[config.mk]
export PLATFORM = sky130hd
export DESIGN_NAME = seq_multiplier
export DESIGN_NICKNAME = d
export VERILOG_FILES = /design/src/rtl/seq_mult_pkg.sv /design/src/rtl/seq_mult_ctrl.sv /design/src/rtl/seq_multiplier.sv
export SDC_FILE = /design/constraint.sdc
export NUM_CORES = 1
export LEC_CHECK = 0
export ABC_AREA = 1
export BUFFER_PORTS_ARGS = -buffer_cell sky130_fd_sc_hd__buf_4
export CORE_MARGIN = 5
export CORE_UTILIZATION = 46
export CTS_CLUSTER_DIAMETER = 150
export DETAILED_ROUTE_END_ITERATION = 7
export PLACE_DENSITY = 0.72
export SLEW_MARGIN = 10
export SYNTH_ARGS = -nofsm -noshare
export SYNTH_HDL_FRONTEND = slang
export SYNTH_HIERARCHICAL = 1
export SYNTH_SLANG_ARGS = --single-unit
[constraint.sdc]
create_clock -name clk -period 1.34 [get_ports clk]
set_input_delay 0.335 -clock clk [delete_from_list [all_inputs] [get_ports clk]]
set_output_delay 0.335 -clock clk [all_outputs]
set_load 0.02 [all_outputs]
[src/rtl/seq_mult_pkg.sv]
`default_nettype none
// ============================================================================
// Module   : seq_mult_pkg
// Purpose  : Shared types and helpers for the sequential shift-add multiplier.
// Revision : 1.0 - initial release
// ============================================================================
package seq_mult_pkg;

    // Control FSM states
    typedef enum logic [1:0] {
        ST_IDLE = 2'd0,
        ST_BUSY = 2'd1,
        ST_DONE = 2'd2
    } state_e;

    // Width of an iteration counter that can hold the value WIDTH
    function automatic int calc_cnt_w(input int width);
        return $clog2(width + 1);
    endfunction

endpackage : seq_mult_pkg
`default_nettype wire

[src/rtl/seq_mult_ctrl.sv]
`default_nettype none
// ============================================================================
// Module   : seq_mult_ctrl
// Purpose  : Control FSM for seq_multiplier. Owns the iteration counter and
//            the handshake outputs, and strobes the datapath with
//            load / step / finish.
// Revision : 1.0 - initial release
// ============================================================================
module seq_mult_ctrl
    import seq_mult_pkg::*;
#(
    parameter int WIDTH = 4
) (
    input  logic clk,
    input  logic rst_n,
    input  logic in_valid_i,
    input  logic out_ready_i,
    output logic in_ready_o,
    output logic out_valid_o,
    output logic load_o,
    output logic step_o,
    output logic finish_o
);

    localparam int CNT_W = calc_cnt_w(WIDTH);

    state_e             state_q, state_d;
    logic [CNT_W-1:0]   cnt_q, cnt_d;
    logic               last_iter;

    assign last_iter = (cnt_q == CNT_W'(1));

    // State and counter registers with synchronous active-low reset
    always_ff @(posedge clk) begin
        if (!rst_n) begin
            state_q <= ST_IDLE;
            cnt_q   <= '0;
        end else begin
            state_q <= state_d;
            cnt_q   <= cnt_d;
        end
    end

    // Next-state and counter update
    always_comb begin
        state_d = state_q;
        cnt_d   = cnt_q;
        unique case (state_q)
            ST_IDLE: begin
                if (in_valid_i) begin
                    state_d = ST_BUSY;
                    cnt_d   = CNT_W'(WIDTH);
                end
            end
            ST_BUSY: begin
                cnt_d = cnt_q - CNT_W'(1);
                if (last_iter) begin
                    state_d = ST_DONE;
                end
            end
            ST_DONE: begin
                if (out_ready_i) begin
                    state_d = ST_IDLE;
                end
            end
            default: begin
                state_d = ST_IDLE;
                cnt_d   = '0;
            end
        endcase
    end

    // Handshake outputs from the state register; strobes for the datapath
    always_comb begin
        in_ready_o  = (state_q == ST_IDLE);
        out_valid_o = (state_q == ST_DONE);
        load_o      = (state_q == ST_IDLE) && in_valid_i;
        step_o      = (state_q == ST_BUSY);
        finish_o    = (state_q == ST_BUSY) && last_iter;
    end

endmodule : seq_mult_ctrl
`default_nettype wire

[src/rtl/seq_multiplier.sv]
`default_nettype none
// ============================================================================
// Module   : seq_multiplier
// Purpose  : Sequential shift-add multiplier, one multiplier bit per clock,
//            valid/ready handshake on operands and product.
//            Optional two's-complement mode when SEQ_MULT_SIGNED_EN is
//            defined (adds the signed_op port).
// Revision : 1.0 - initial release
// ============================================================================
module seq_multiplier
    import seq_mult_pkg::*;
#(
    parameter int WIDTH = 4
) (
    input  logic                 clk,
    input  logic                 rst_n,
    input  logic                 in_valid,
    output logic                 in_ready,
    input  logic [WIDTH-1:0]     a,
    input  logic [WIDTH-1:0]     b,
`ifdef SEQ_MULT_SIGNED_EN
    input  logic                 signed_op,
`endif
    output logic                 out_valid,
    input  logic                 out_ready,
    output logic [2*WIDTH-1:0]   c
);

    logic               load, step, finish;

    // Datapath state: multiplicand, {accumulator, multiplier} shift register
    logic [WIDTH-1:0]   mcand_q;
    logic [2*WIDTH-1:0] acc_q;
    logic [2*WIDTH-1:0] c_q;

    logic [WIDTH-1:0]   a_mag;
    logic [WIDTH-1:0]   b_mag;
    logic [WIDTH:0]     sum;
    logic [2*WIDTH-1:0] acc_shift;
    logic [2*WIDTH-1:0] product;

    seq_mult_ctrl #(
        .WIDTH       (WIDTH)
    ) u_ctrl (
        .clk         (clk),
        .rst_n       (rst_n),
        .in_valid_i  (in_valid),
        .out_ready_i (out_ready),
        .in_ready_o  (in_ready),
        .out_valid_o (out_valid),
        .load_o      (load),
        .step_o      (step),
        .finish_o    (finish)
    );

`ifdef SEQ_MULT_SIGNED_EN
    logic neg_q;
    logic neg_d;

    // Signed operands are reduced to magnitudes at accept; the most-negative
    // value maps to 2**(WIDTH-1), which still fits as an unsigned WIDTH-bit value
    assign a_mag = (signed_op && a[WIDTH-1]) ? (~a + 1'b1) : a;
    assign b_mag = (signed_op && b[WIDTH-1]) ? (~b + 1'b1) : b;
    assign neg_d = signed_op && (a[WIDTH-1] ^ b[WIDTH-1]);

    // Sign of the result, remembered from the accept edge
    always_ff @(posedge clk) begin
        if (!rst_n) begin
            neg_q <= 1'b0;
        end else if (load) begin
            neg_q <= neg_d;
        end
    end

    assign product = neg_q ? (~acc_shift + 1'b1) : acc_shift;
`else
    assign a_mag   = a;
    assign b_mag   = b;
    assign product = acc_shift;
`endif

    // One shift-add iteration: conditional add into the upper half keeps the
    // carry in bit WIDTH, which then shifts down into the product
    assign sum       = {1'b0, acc_q[2*WIDTH-1:WIDTH]}
                     + (acc_q[0] ? {1'b0, mcand_q} : {(WIDTH+1){1'b0}});
    assign acc_shift = {sum, acc_q[WIDTH-1:1]};

    // Operand latch, iteration shift register and registered product
    always_ff @(posedge clk) begin
        if (!rst_n) begin
            mcand_q <= '0;
            acc_q   <= '0;
            c_q     <= '0;
        end else begin
            if (load) begin
                mcand_q <= a_mag;
                acc_q   <= {{WIDTH{1'b0}}, b_mag};
            end else if (step) begin
                acc_q   <= acc_shift;
            end
            if (finish) begin
                c_q <= product;
            end
        end
    end

    assign c = c_q;

endmodule : seq_multiplier
`default_nettype wire

After elaboration in Yosys (flattened, before gate mapping)
Index checks and enable logic that the tools add are counted.
Word-level totals
  register bits after elaboration: 25
  bits of input ports: 12
  output and inout bits: 10
  logic and storage cells: 32
Operators by class
  add/sub/neg operators: 2
  equal/unequal tests: 6
  multiplexer cells: 9
  bitwise gates (word level): 2
  reduce and logical (&&, ||, !) cells: 7
Operators with widths (count)
  $mux 4: 3
  $pmux 3 s3: 1
  $mux 2: 3
  $pmux 2 s3: 1
  $add 4x4->5: 1
  $ne 2x1->1 const B: 2
  $eq 3x1->1 const B: 1
  $mux 3: 1
  $reduce_and 3->1: 1
  $sub 3x1->3 const B: 1
  $eq 2x1->1 const B: 1
  $eq 2x2->1 const B: 1
  $logic_and 1x1->1: 2
  $logic_not 2->1: 1
  $ne 2x2->1 const B: 1
  $not 1->1: 2
  $reduce_and 2->1: 1
  $reduce_bool 2->1: 1
  $reduce_or 2->1: 1

Longest topological paths before layout
Gate-level depths: netlist of the first run.
  depth after elaboration: 4
  depth in mapped cells: 10
  mapped depth without buffers: 10

Cells and area by module
Netlist of the first run, hierarchy kept.
Modules (own cells, without submodules)
  seq_multiplier: instances 1, cells an instance 126, area an instance 945.9 um2, sequential area each 400.4 um2
  seq_mult_ctrl: instances 1, cells an instance 42, area an instance 285.3 um2, sequential area each 100.1 um2

Worst setup path before layout of the first run
Ideal clock, no wire load.
  path type: flip-flop to flip-flop
  from: register acc_q[0]
  to: register c_q[5] (netlist: c[5])
  library setup time: 0.115 ns
  data arrival time: 1.363 ns
  data required time: 1.225 ns
  slack: -0.139 ns
  cell stages (with the launch flop): 9
  buffers on the path: 0
  period minus slack after synthesis: 1.479 ns
  cell sequence: dfxtp_1 -> nand2_1 -> inv_1 -> ha_1 -> inv_1 -> fa_1 -> xnor2_1 -> o21ai_0 -> inv_1
On the way
  longest elaborated chain between the ends: 2
Ends and longest elaborated chain
  start, declared: RTL line seq_multiplier.sv:33  | logic [2*WIDTH-1:0] acc_q;
  start signal, assigned: RTL line seq_multiplier.sv:97  | acc_q <= {{WIDTH{1'b0}}, b_mag};
  start signal, assigned: RTL line seq_multiplier.sv:99  | acc_q <= acc_shift;
  $mux 4: RTL line seq_multiplier.sv:85  | + (acc_q[0] ? {1'b0, mcand_q} : {(WIDTH+1){1'b0}});
  $add 4x4->5: RTL line seq_multiplier.sv:85
  end signal, assigned: RTL line seq_multiplier.sv:102  | c_q <= product;
  end, declared: RTL line seq_multiplier.sv:34  | logic [2*WIDTH-1:0] c_q;
Every way passes these cells.
A chain may end at the register's enable or synchronous reset.

Worst setup path in the final report of the first run
  from: register acc_q[0]
  to: register acc_q[5]
On the way
  longest elaborated chain between the ends: 2
Ends and longest elaborated chain (RTL line)
  $mux 4: seq_multiplier.sv:85
  $add 4x4->5: seq_multiplier.sv:85
Every way passes these cells.

==> results of run 1 <==
[layer usage]
layer	wire length, um	up-vias	global-route usage	share of wire
li1	-	615	-	-
met1	1450	582	0.215	0.44
met2	1710	25	0.312	0.51
met3	142	4	0.0434	0.043
met4	27	0	0.0394	0.0081
met5	0	-	0	0
[worst max path at each step]
stage	startpoint	to	slack (ns)	depth (start not counted)
2_1_floorplan	acc_q[0]	acc_q[5]	-0.03	8
4_1_cts	acc_q[0]	acc_q[5]	-0.11	8
6_report	acc_q[0]	acc_q[5]	-0.11	8
3_3_place_gp	mcand_q[0]	acc_q[5]	-0.04	8
5_1_grt	acc_q[0]	acc_q[5]	-0.20	8
3_5_place_dp	acc_q[0]	acc_q[6]	-0.08	9
[flip-flops by register name, indices dropped and copies added (netlist names)]
| register | count |
|---|---|
| c | 8 |
| acc_q | 8 |
| mcand_q | 4 |
| u_ctrl/cnt_q | 3 |
| u_ctrl/state_q | 2 |
[kinds of logic after synthesis]
group | count (synthesis) | share of synthesized area
compound gates | 34 | 0.148
buf+inv | 38 | 0.134
simple gates | 63 | 0.227
xor+xnor | 1 | 0.00712
flops | 25 | 0.407
fa+ha+maj | 7 | 0.0772
[timing repair]
item | CTS | global route
pin swaps | 7 | 11
hold buffers | 0 | 0
gates resized for setup | 25 | 24
endpoints found under the setup margin | 11 | 17
buffers inserted | 2 | 7
gates cloned | 0 | 1
[power groups by stage]
stage	Sequential [uW]	Clock (uW)	Combinational, uW
after floorplan	861	0	222
after global placement	854	0	347
after detailed placement	856	0	358
after CTS	846	380	398
after global routing	858	403	521
final	850	367	477
[final cells by class]
type | instances | area (um^2)
clock inverters | 1 | 8.76
fillers | 205 | 744
repair buffers | 40 | 323
clock buffers | 3 | 22.5
well taps | 30 | 37.5
repair inverters | 1 | 5.00
multi-input cells | 105 | 728
inverters | 35 | 149
flip-flops and latches | 25 | 504
[cell usage in the layout (no fill, tap or decap), types with 2 or more instances in the layout]
| master | count |
|---|---|
| a211oi_2 | 2 |
| a21oi_1 | 7 |
| a21oi_2 | 4 |
| buf_4 | 34 |
| buf_6 | 6 |
| clkbuf_4 | 3 |
| dfxtp_1 | 22 |
| dfxtp_2 | 3 |
| ha_1 | 2 |
| ha_4 | 3 |
| inv_1 | 23 |
| inv_2 | 10 |
| nand2_1 | 11 |
| nand2_2 | 5 |
| nand2_4 | 2 |
| nand3_2 | 8 |
| nand3_4 | 2 |
| nor2_1 | 26 |
| nor2_2 | 2 |
| nor2_4 | 3 |
| nor3_1 | 4 |
| o211ai_1 | 3 |
| o21ai_0 | 15 |
| o21ai_1 | 3 |
[worst max-delay path, delay by kind of cell (launching register included)]
family / cells / cell delay (ns)
AO/OA/AOI/OAI: 1 / 0.13
XOR/XNOR: 1 / 0.16
adder cells (fa/ha/maj): 2 / 0.52
buffers and inverters: 3 / 0.14
flip-flops: 1 / 0.37
AND/OR/NAND/NOR: 1 / 0.05
[through the flow]
step / total power (uW) / instance area, um^2 / utilization / hold slack, ns
floorplan: 1080 / 1240 / - / 0.447
global placement: 1200 / 1490 / 0.590 / 0.466
detailed placement: 1210 / 1490 / 0.590 / 0.477
CTS: 1620 / 1640 / 0.650 / 0.225
global route: 1780 / 1780 / 0.705 / 0.226
finish: 1690 / 1780 / 0.705 / 0.233
==> flow_metrics.py, run 1 <==
metrics = {
    "route": {
        "vias_per_cell": 5.11,
        "first_pass_iters": 4,
        "wirelength_mm": 3.33,
        "drc_errors": 0,
        "drt_iter0_drc": 57,
        "vias": 1226,
        "wl_per_cell_um": 13.9,
        "postRouteAntennaNets": 0,
    },
    "grt": {
        "overflow": 0,
        "antenna_found_initial": 0,
        "grt_pass1_vias": 1114,
        "grt_max_degree": 17,
        "globalRouteTotalUtil": 0.176,
        "grt_pass1_wl_mm": 4.97,
    },
    "synth": {
        "ys_seq_area_frac": 0.407,
        "yosys_warnings": 6,
        "synth.top_cells.by_count": "inv_1 (32), nor2_1 (28), dfxtp_1 (25)",
        "avgSynthCellArea_um2": 7.33,
        "ys_ff_latch": 25,
        "async_flop_share": 0,
        "yosys.cell_count.top_type": "inv_1",
        "synth.area.top_cells": "dfxtp_1 (41%), inv_1 (9.8%), nor2_1 (8.5%)",
        "synth_area_um2": 1230,
        "ys.flop_type": "dfxtp_1",
        "syn-instance-count": 168,
        "synth.distinct_cells": 21,
        "syn_nets": 187,
        "synth_top_cell_area_share": 0.407,
        "synth_edf_count": 0,
        "yosys.area.top_type": "dfxtp_1",
    },
    "clock_network": {
        "clk_latency_ns": 0.33,
        "cts-root-buf": "clkbuf_4",
        "clkTransAtPathRegs_ns": 0.15,
        "cts_buffer_depth": 2,
        "cts-buffers-inserted": 3,
        "cts.sink_count": 25,
        "cts_max_level": 1,
        "cts_tree": "done",
    },
    "floorplan": {
        "io-pin-count": 22,
        "fp.dieW_um": 61.7,
        "start_util": 0.488,
        "dieArea_um2": 3810,
        "chipHeight_um": 61.7,
        "rows": 18,
        "coreArea_um2": 2520,
    },
    "flow_run": {
        "cap_violations": 0,
    },
    "power": {
        "comb_power_share": 0.282,
        "ir_drop_uv": 1140,
        "p_clk_frac": 0.217,
        "power_density_nw_per_um2": 953,
        "p_leak_uw": 0.000852,
        "internal_power_uw": 1140,
        "p_seq_frac": 0.502,
        "power_switching_uw": 554,
        "switching_share": 0.327,
    },
    "timing": {
        "rsz0062_at_grt": "yes",
        "min_period_ns": 1.45,
        "hold_viol": 0,
        "clock.fmax_mhz": 688,
        "finalSetupTns_ns": -0.542,
        "timing.slew.headroom": 0.812,
        "finalMaxSlewViolations": 0,
        "worst_slack_ns": -0.114,
        "finalCritPeriodShare": 1.09,
        "setup_viol": 10,
        "tightest_slew_ns": 0.279,
        "skew_ns": 0.0111,
    },
    "min_path": {
        "hp-class": "input port to flop",
        "hold_path_depth": 3,
        "hold_end": "mcand_q[2]",
        "min_from": "a[2]",
    },
    "critical_path": {
        "cp_data_required_time_ns": 1.58,
        "ff2ff_setup_slack_ns": -0.11,
        "slowest_delay_ns": 0.37,
        "cp.arrival_ns": 1.69,
        "worstReg2RegEnd": "acc_q[5]",
        "crit_path_frequent_cell": "inv_1",
        "r2r-start": "acc_q[0]",
        "cp-end-kind": "flop",
        "crit_path_max_fanout": 3,
        "reg2reg_depth": 8,
        "slowest_stage": "dfxtp_2",
        "setup.worst_path.start_class": "flop",
        "path_cells": "nand2_1 > inv_1 > ha_2 > inv_2 > fa_2 > xnor2_1 > o21ai_1 > inv_1",
        "crit_type": "flop to flop",
    },
    "status": {
        "violations": "negative setup slack",
        "status": "complete, but fails checks",
    },
    "final_layout": {
        "drive_above_1_share": 0.443,
        "stdcell_count": 240,
        "nets": 230,
        "syn_to_final_growth_pct": 44.4,
        "diodes": 0,
    },
    "placed_design": {
        "numPortBuffers": 21,
        "pre_cts_slack_ns": -0.0808,
        "place_inst": 226,
        "dp_hpwl_mm": 2.04,
        "gp_congestion": 0.845,
    },
}
(Power assumes the default switching activity.)
==> inputs of run 2 (changes only) <==
- ABC_AREA: 1 -> unset
- CELL_PAD_IN_SITES_DETAIL_PLACEMENT: unset -> 1
- CELL_PAD_IN_SITES_GLOBAL_PLACEMENT: unset -> 1
- CORE_UTILIZATION: 46 -> 37
- PLACE_DENSITY: 0.72 -> 0.75
==> run 2 against run 1 <==
The flow still finishes with violations (negative setup slack). Die area is 24% higher. Sequential power is 4.2% lower. First-iteration DRC count is 70% lower. Power is 9.9% lower. Critical path depth is 3 lower. Core utilization is 15 points lower. Via count is 12% lower. Worst setup slack worse by 0.10 ns. Synthesized area is 3.3% higher. Non-clock buffer count is 5 higher. Highest routed layer unchanged.
==> flow_metrics.py, run 2 <==
metrics = {
    "status": {
        "status": "complete, but fails checks",
        "violations": "negative setup slack",
    },
    "synth": {
        "synth_compound_area_frac": 0.125,
        "synth_top_family_by_area": "simple AND/OR/NAND/NOR gates",
        "ys_seq_area_frac": 0.394,
        "avgSynthCellArea_um2": 9.56,
        "synthMuxAreaShare": 0.110,
        "synth_edf_count": 0,
        "synth.area.top_cells": "dfxtp_1 (39%), mux2i_1 (11%), ha_1 (5.9%)",
        "syn-instance-count": 133,
        "yosys.cell_count.top_type": "dfxtp_1",
        "synth.top_cells.by_count": "dfxtp_1 (25), mux2i_1 (14), nor2b_1 (12)",
        "synthAdderAreaFrac": 0.0748,
        "syn_nets": 152,
        "synth.distinct_cells": 39,
        "async_flop_share": 0,
        "ys_ff_latch": 25,
        "yosys_warnings": 6,
        "synth_top_cell_area_share": 0.394,
        "synth_simple_gate_area_frac": 0.236,
        "ys.flop_type": "dfxtp_1",
        "synthXorXnorAreaFrac": 0.00689,
        "yosys.area.top_type": "dfxtp_1",
        "synth_area_um2": 1270,
    },
    "critical_path": {
        "crit_type": "flop to flop",
        "ff2ff_setup_slack_ns": -0.22,
        "crit_path_max_fanout": 5,
        "cp.arrival_ns": 1.79,
        "cp_data_required_time_ns": 1.57,
        "cp-end-kind": "flop",
        "setup.worst_path.start_class": "flop",
    },
    "final_layout": {
        "final_common_cell": "buf_4",
        "utilization": 0.557,
        "fin_area_um2": 1860,
        "stdcell_count": 222,
        "drive_above_1_share": 0.466,
        "diodes": 0,
        "nets": 196,
        "syn_to_final_growth_pct": 46.3,
        "mostFrequentLayoutCells": "buf_4 (35), dfxtp_1 (20), mux2i_1 (14)",
        "nFillCells": 400,
    },
    "floorplan": {
        "dieArea_um2": 4710,
        "start_util": 0.381,
        "io-pin-count": 22,
        "coreArea_um2": 3340,
        "chipHeight_um": 68.6,
        "rows": 21,
        "fp.dieW_um": 68.6,
    },
    "clock_network": {
        "cts-buffers-inserted": 3,
        "cts_tree": "done",
        "cts_buffer_depth": 2,
        "clk_latency_ns": 0.33,
        "cts_max_level": 1,
        "cts.sink_count": 25,
        "cts-root-buf": "clkbuf_4",
        "clkTransAtPathRegs_ns": 0.15,
    },
    "route": {
        "drc_errors": 0,
        "postRouteAntennaNets": 0,
        "first_pass_iters": 4,
        "wirelength_mm": 3.36,
        "drt_iter0_drc": 17,
        "vias_per_cell": 4.86,
        "wl_per_cell_um": 15.1,
        "vias": 1079,
    },
    "grt": {
        "antenna_found_initial": 0,
        "grt_pass1_wl_mm": 5.26,
        "grt_pass1_vias": 1173,
        "overflow": 0,
        "globalRouteTotalUtil": 0.156,
        "grt_max_degree": 26,
    },
    "placed_design": {
        "numPortBuffers": 21,
        "gp_congestion": 0.693,
        "place_area_um2": 1600,
        "place_inst": 208,
        "pre_cts_slack_ns": -0.164,
        "dp_hpwl_mm": 2.25,
    },
    "timing": {
        "skew_ns": 0.00290,
        "timing.slew.headroom": 0.808,
        "worst_slack_ns": -0.216,
        "clock.fmax_mhz": 643,
        "min_period_ns": 1.56,
        "finalCritPeriodShare": 1.16,
        "tightest_slew_ns": 0.287,
        "hold_viol": 0,
        "setup_viol": 10,
        "rsz0062_at_grt": "yes",
        "finalMaxSlewViolations": 0,
        "finalSetupTns_ns": -1.04,
    },
    "power": {
        "p_leak_uw": 0.000759,
        "ir_drop_uv": 358,
        "power_density_nw_per_um2": 821,
    },
    "min_path": {
        "hp-class": "input port to flop",
    },
    "flow_run": {
        "cap_violations": 0,
    },
}
==> run 2: cell types whose count changed after synthesis, sizes merged, moves of 10 or more <==
cell,before,now
nor2b,0,14
mux2i,0,14
nor2,31,6
inv,34,8
a21oi,11,1
==> run 2: kinds of logic (layout without fill, tap and decap cells) <==
family,Yosys count,after routing
and+or+nand+nor,50,50
muxes,14,14
xor gates and xnor gates,1,1
DFF,25,25
adders and majority gates,7,7
AOI/OAI and AO/OA,22,22
buffers and inverters,14,57
==> run 2: repair_timing <==
action                                  in CTS  in global routing
endpoints found under the setup margin      16                 18
hold buffers                                 0                  0
gates cloned                                 0                  1
resized for setup                           19                 23
pin swaps                                    5                  3
buffers inserted                             3                  6
==> run 2: stage by stage <==
| step | hold WS [ns] | total power [uW] |
|---|---|---|
| 2_1_floorplan | 0.452 | 989 |
| 3_3_place_gp | 0.480 | 1080 |
| 3_5_place_dp | 0.484 | 1100 |
| 4_1_cts | 0.250 | 1480 |
| 5_1_grt | 0.265 | 1600 |
| 6_report | 0.252 | 1530 |
==> run 2: path summary, 6_finish.rpt <==
kind	startpoint	cells past startpoint	end
setup / recovery	acc_q[0]	5	acc_q[6]
hold / removal	a[1]	3	mcand_q[1]
setup reg to reg	acc_q[0]	5	acc_q[6]
hold reg to reg	c[6]	2	c[6]
==> run 2: cell type report <==
class                      count  area, um^2  share of cell area
multi-input combinational     94         846               0.455
tap                           46        57.6              0.0310
clock inverter                 1        5.00             0.00269
inverter                       8        32.5              0.0175
clock buffer                   3        22.5              0.0121
timing repair buffer          45         384               0.207
sequential                    25         512               0.275
==> run 2: worst max-delay path: stages, from the launching register on <==
cell and delay [ns]:
dfxtp_4 0.39, and2_1 0.16, ha_4 0.31, nand3_4 0.09, nor4bb_2 0.18, a311o_1 0.33
==> run 2: metal layers <==
metal | share of wire | GRT usage
met5 | 0 | 0
met4 | 0.024 | 0.0893
met3 | 0.041 | 0.0324
met2 | 0.52 | 0.278
met1 | 0.42 | 0.169
==> run 2: power by group <==
part | leakage [uW] | internal (uW) | switching [uW]
sequential | 0.000206 | 782 | 31.7
combinational | 0.000535 | 191 | 160
clock | 0.0000177 | 112 | 250
==> inputs of run 3 (changes only) <==
==> constraint.sdc (replaced) <==
create_clock -name clk -period 1.34 [get_ports clk]
set_input_delay 0 -clock clk [delete_from_list [all_inputs] [get_ports clk]]
set_output_delay 0 -clock clk [all_outputs]
set_load 0.02 [all_outputs]
==> run 3 against run 2 <==
The run still ends with negative setup slack left. Via count is 1.8% higher. Critical path depth stayed put. Fmax increased by 2.3%. First-iteration DRC count is 100% higher. Clock-buffer cell count is the same. Clock skew up 0.0029 ns. Sequential power hardly changed. Register-to-register slack gained 0.03 ns. Hold slack worse by 0.23 ns. Die area unchanged.
==> flow_metrics.py, run 3 (same netlist as run 2, synthesis figures left out) <==
metrics = {
    "power": {
        "power_density_nw_per_um2": 803,
        "ir_drop_uv": 358,
        "p_leak_uw": 0.000758,
    },
    "clock_network": {
        "cts-root-buf": "clkbuf_4",
        "cts_tree": "done",
        "clk_latency_ns": 0.32,
        "cts_buffer_depth": 2,
        "cts-buffers-inserted": 3,
        "cts_max_level": 1,
        "cts.sink_count": 25,
        "clkTransAtPathRegs_ns": 0.15,
    },
    "route": {
        "vias": 1098,
        "first_pass_iters": 4,
        "drc_errors": 0,
        "drt_iter0_drc": 34,
        "vias_per_cell": 4.86,
        "wirelength_mm": 3.14,
        "wl_per_cell_um": 13.9,
        "postRouteAntennaNets": 0,
    },
    "critical_path": {
        "ff2ff_setup_slack_ns": -0.18,
        "path_buf_inv": 0,
        "reg2reg_depth": 5,
        "crit_type": "flop to flop",
        "worstReg2RegEnd": "acc_q[6]",
        "cp.arrival_ns": 1.76,
        "r2r-start": "acc_q[0]",
        "cp-end-kind": "flop",
        "cp_top_family": "simple AND/OR/NAND/NOR gates",
        "path_cells": "and2_1 > ha_4 > nand3_4 > nor4bb_2 > a311o_1",
        "setup.worst_path.start_class": "flop",
        "cp_data_required_time_ns": 1.58,
        "crit_path_max_fanout": 5,
        "slowest_stage": "dfxtp_4",
        "slowest_delay_ns": 0.38,
    },
    "timing": {
        "finalSetupTns_ns": -0.820,
        "min_period_ns": 1.52,
        "tightest_slew_ns": 0.285,
        "worst_slack_ns": -0.182,
        "rsz0062_at_grt": "yes",
        "finalMaxSlewViolations": 0,
        "timing.slew.headroom": 0.807,
        "clock.fmax_mhz": 657,
        "skew_ns": 0.00585,
        "hold_viol": 0,
        "timing.hold.ws_ns": 0.0254,
        "finalCritPeriodShare": 1.14,
        "setup_viol": 8,
    },
    "final_layout": {
        "drive_above_1_share": 0.411,
        "fin_area_um2": 1870,
        "final_common_cell": "buf_4",
        "syn_to_final_growth_pct": 47.1,
        "stdcell_count": 226,
        "diodes": 0,
        "nFillCells": 392,
        "nets": 200,
        "mostFrequentLayoutCells": "buf_4 (35), dfxtp_1 (21), mux2i_1 (14)",
    },
    "placed_design": {
        "numPortBuffers": 21,
        "pre_cts_slack_ns": -0.164,
        "dp_hpwl_mm": 2.25,
        "place_inst": 208,
        "gp_congestion": 0.693,
        "place_area_um2": 1600,
    },
    "floorplan": {
        "start_util": 0.381,
        "io-pin-count": 22,
        "rows": 21,
        "coreArea_um2": 3340,
        "dieArea_um2": 4710,
        "chipHeight_um": 68.6,
        "fp.dieW_um": 68.6,
    },
    "min_path": {
        "min_from": "rst_n",
        "hold_path_depth": 2,
        "hold_end": "u_ctrl/cnt_q[0]",
        "hp-class": "input port to flop",
    },
    "flow_run": {
        "cap_violations": 0,
    },
    "status": {
        "status": "complete, but fails checks",
        "violations": "negative setup slack",
    },
    "grt": {
        "grt_pass1_vias": 1181,
        "grt_max_degree": 26,
        "overflow": 0,
        "globalRouteTotalUtil": 0.148,
        "grt_pass1_wl_mm": 5.17,
        "antenna_found_initial": 0,
    },
}
-- run 3: repair_timing --
item / 4_1_cts / 5_1_grt
resized for setup: 10 / 15
setup buffers: 1 / 3
endpoints found under the setup margin: 14 / 15
pin swaps: 5 / 3
hold buffers: 10 / 0
hold endpoints to repair: 10 / 0
-- run 3: worst max-delay path by stage --
stage | start | end | slack, ns | cells past startpoint
final | acc_q[0] | acc_q[6] | -0.18 | 5
after CTS | acc_q[0] | c[5] | -0.17 | 7
after detailed placement | acc_q[0] | c[5] | -0.16 | 7
after floorplan | acc_q[0] | c[4] | -0.09 | 6
after global placement | acc_q[0] | c[4] | -0.12 | 6
after global routing | acc_q[0] | c[5] | -0.25 | 7
-- run 3: through the flow --
stage,util,total power [uW]
3_3_place_gp,0.480,1080
5_1_grt,0.561,1580
2_1_floorplan,-,989
4_1_cts,0.532,1490
6_report,0.561,1500
3_5_place_dp,0.480,1100
-- run 3: layer usage --
metal / wire [um] / share of wire / vias up / global-route usage
li1: - / - / 544 / -
met1: 1330 / 0.42 / 534 / 0.169
met2: 1660 / 0.53 / 15 / 0.272
met3: 115 / 0.037 / 5 / 0.0308
met4: 33 / 0.011 / 0 / 0.0447
met5: 0 / 0 / - / 0
-- run 3: final cells by class --
| cell class | count | area (um^2) | area share |
|---|---|---|---|
| Clock inverter | 1 | 5.00 | 0.00268 |
| Inverter | 8 | 32.5 | 0.0174 |
| Timing Repair Buffer | 49 | 417 | 0.223 |
| Tap cell | 46 | 57.6 | 0.0308 |
| Clock buffer | 3 | 22.5 | 0.0120 |
| Multi-Input combinational cell | 94 | 828 | 0.443 |
| Sequential cell | 25 | 508 | 0.272 |
-- run 3: power by group --
| group | internal [uW] | switching, uW | leakage, uW |
|---|---|---|---|
| logic | 187 | 149 | 0.000534 |
| registers | 782 | 31.1 | 0.000206 |
| clock network | 112 | 241 | 0.0000177 |
| total | 1080 | 421 | 0.000758 |
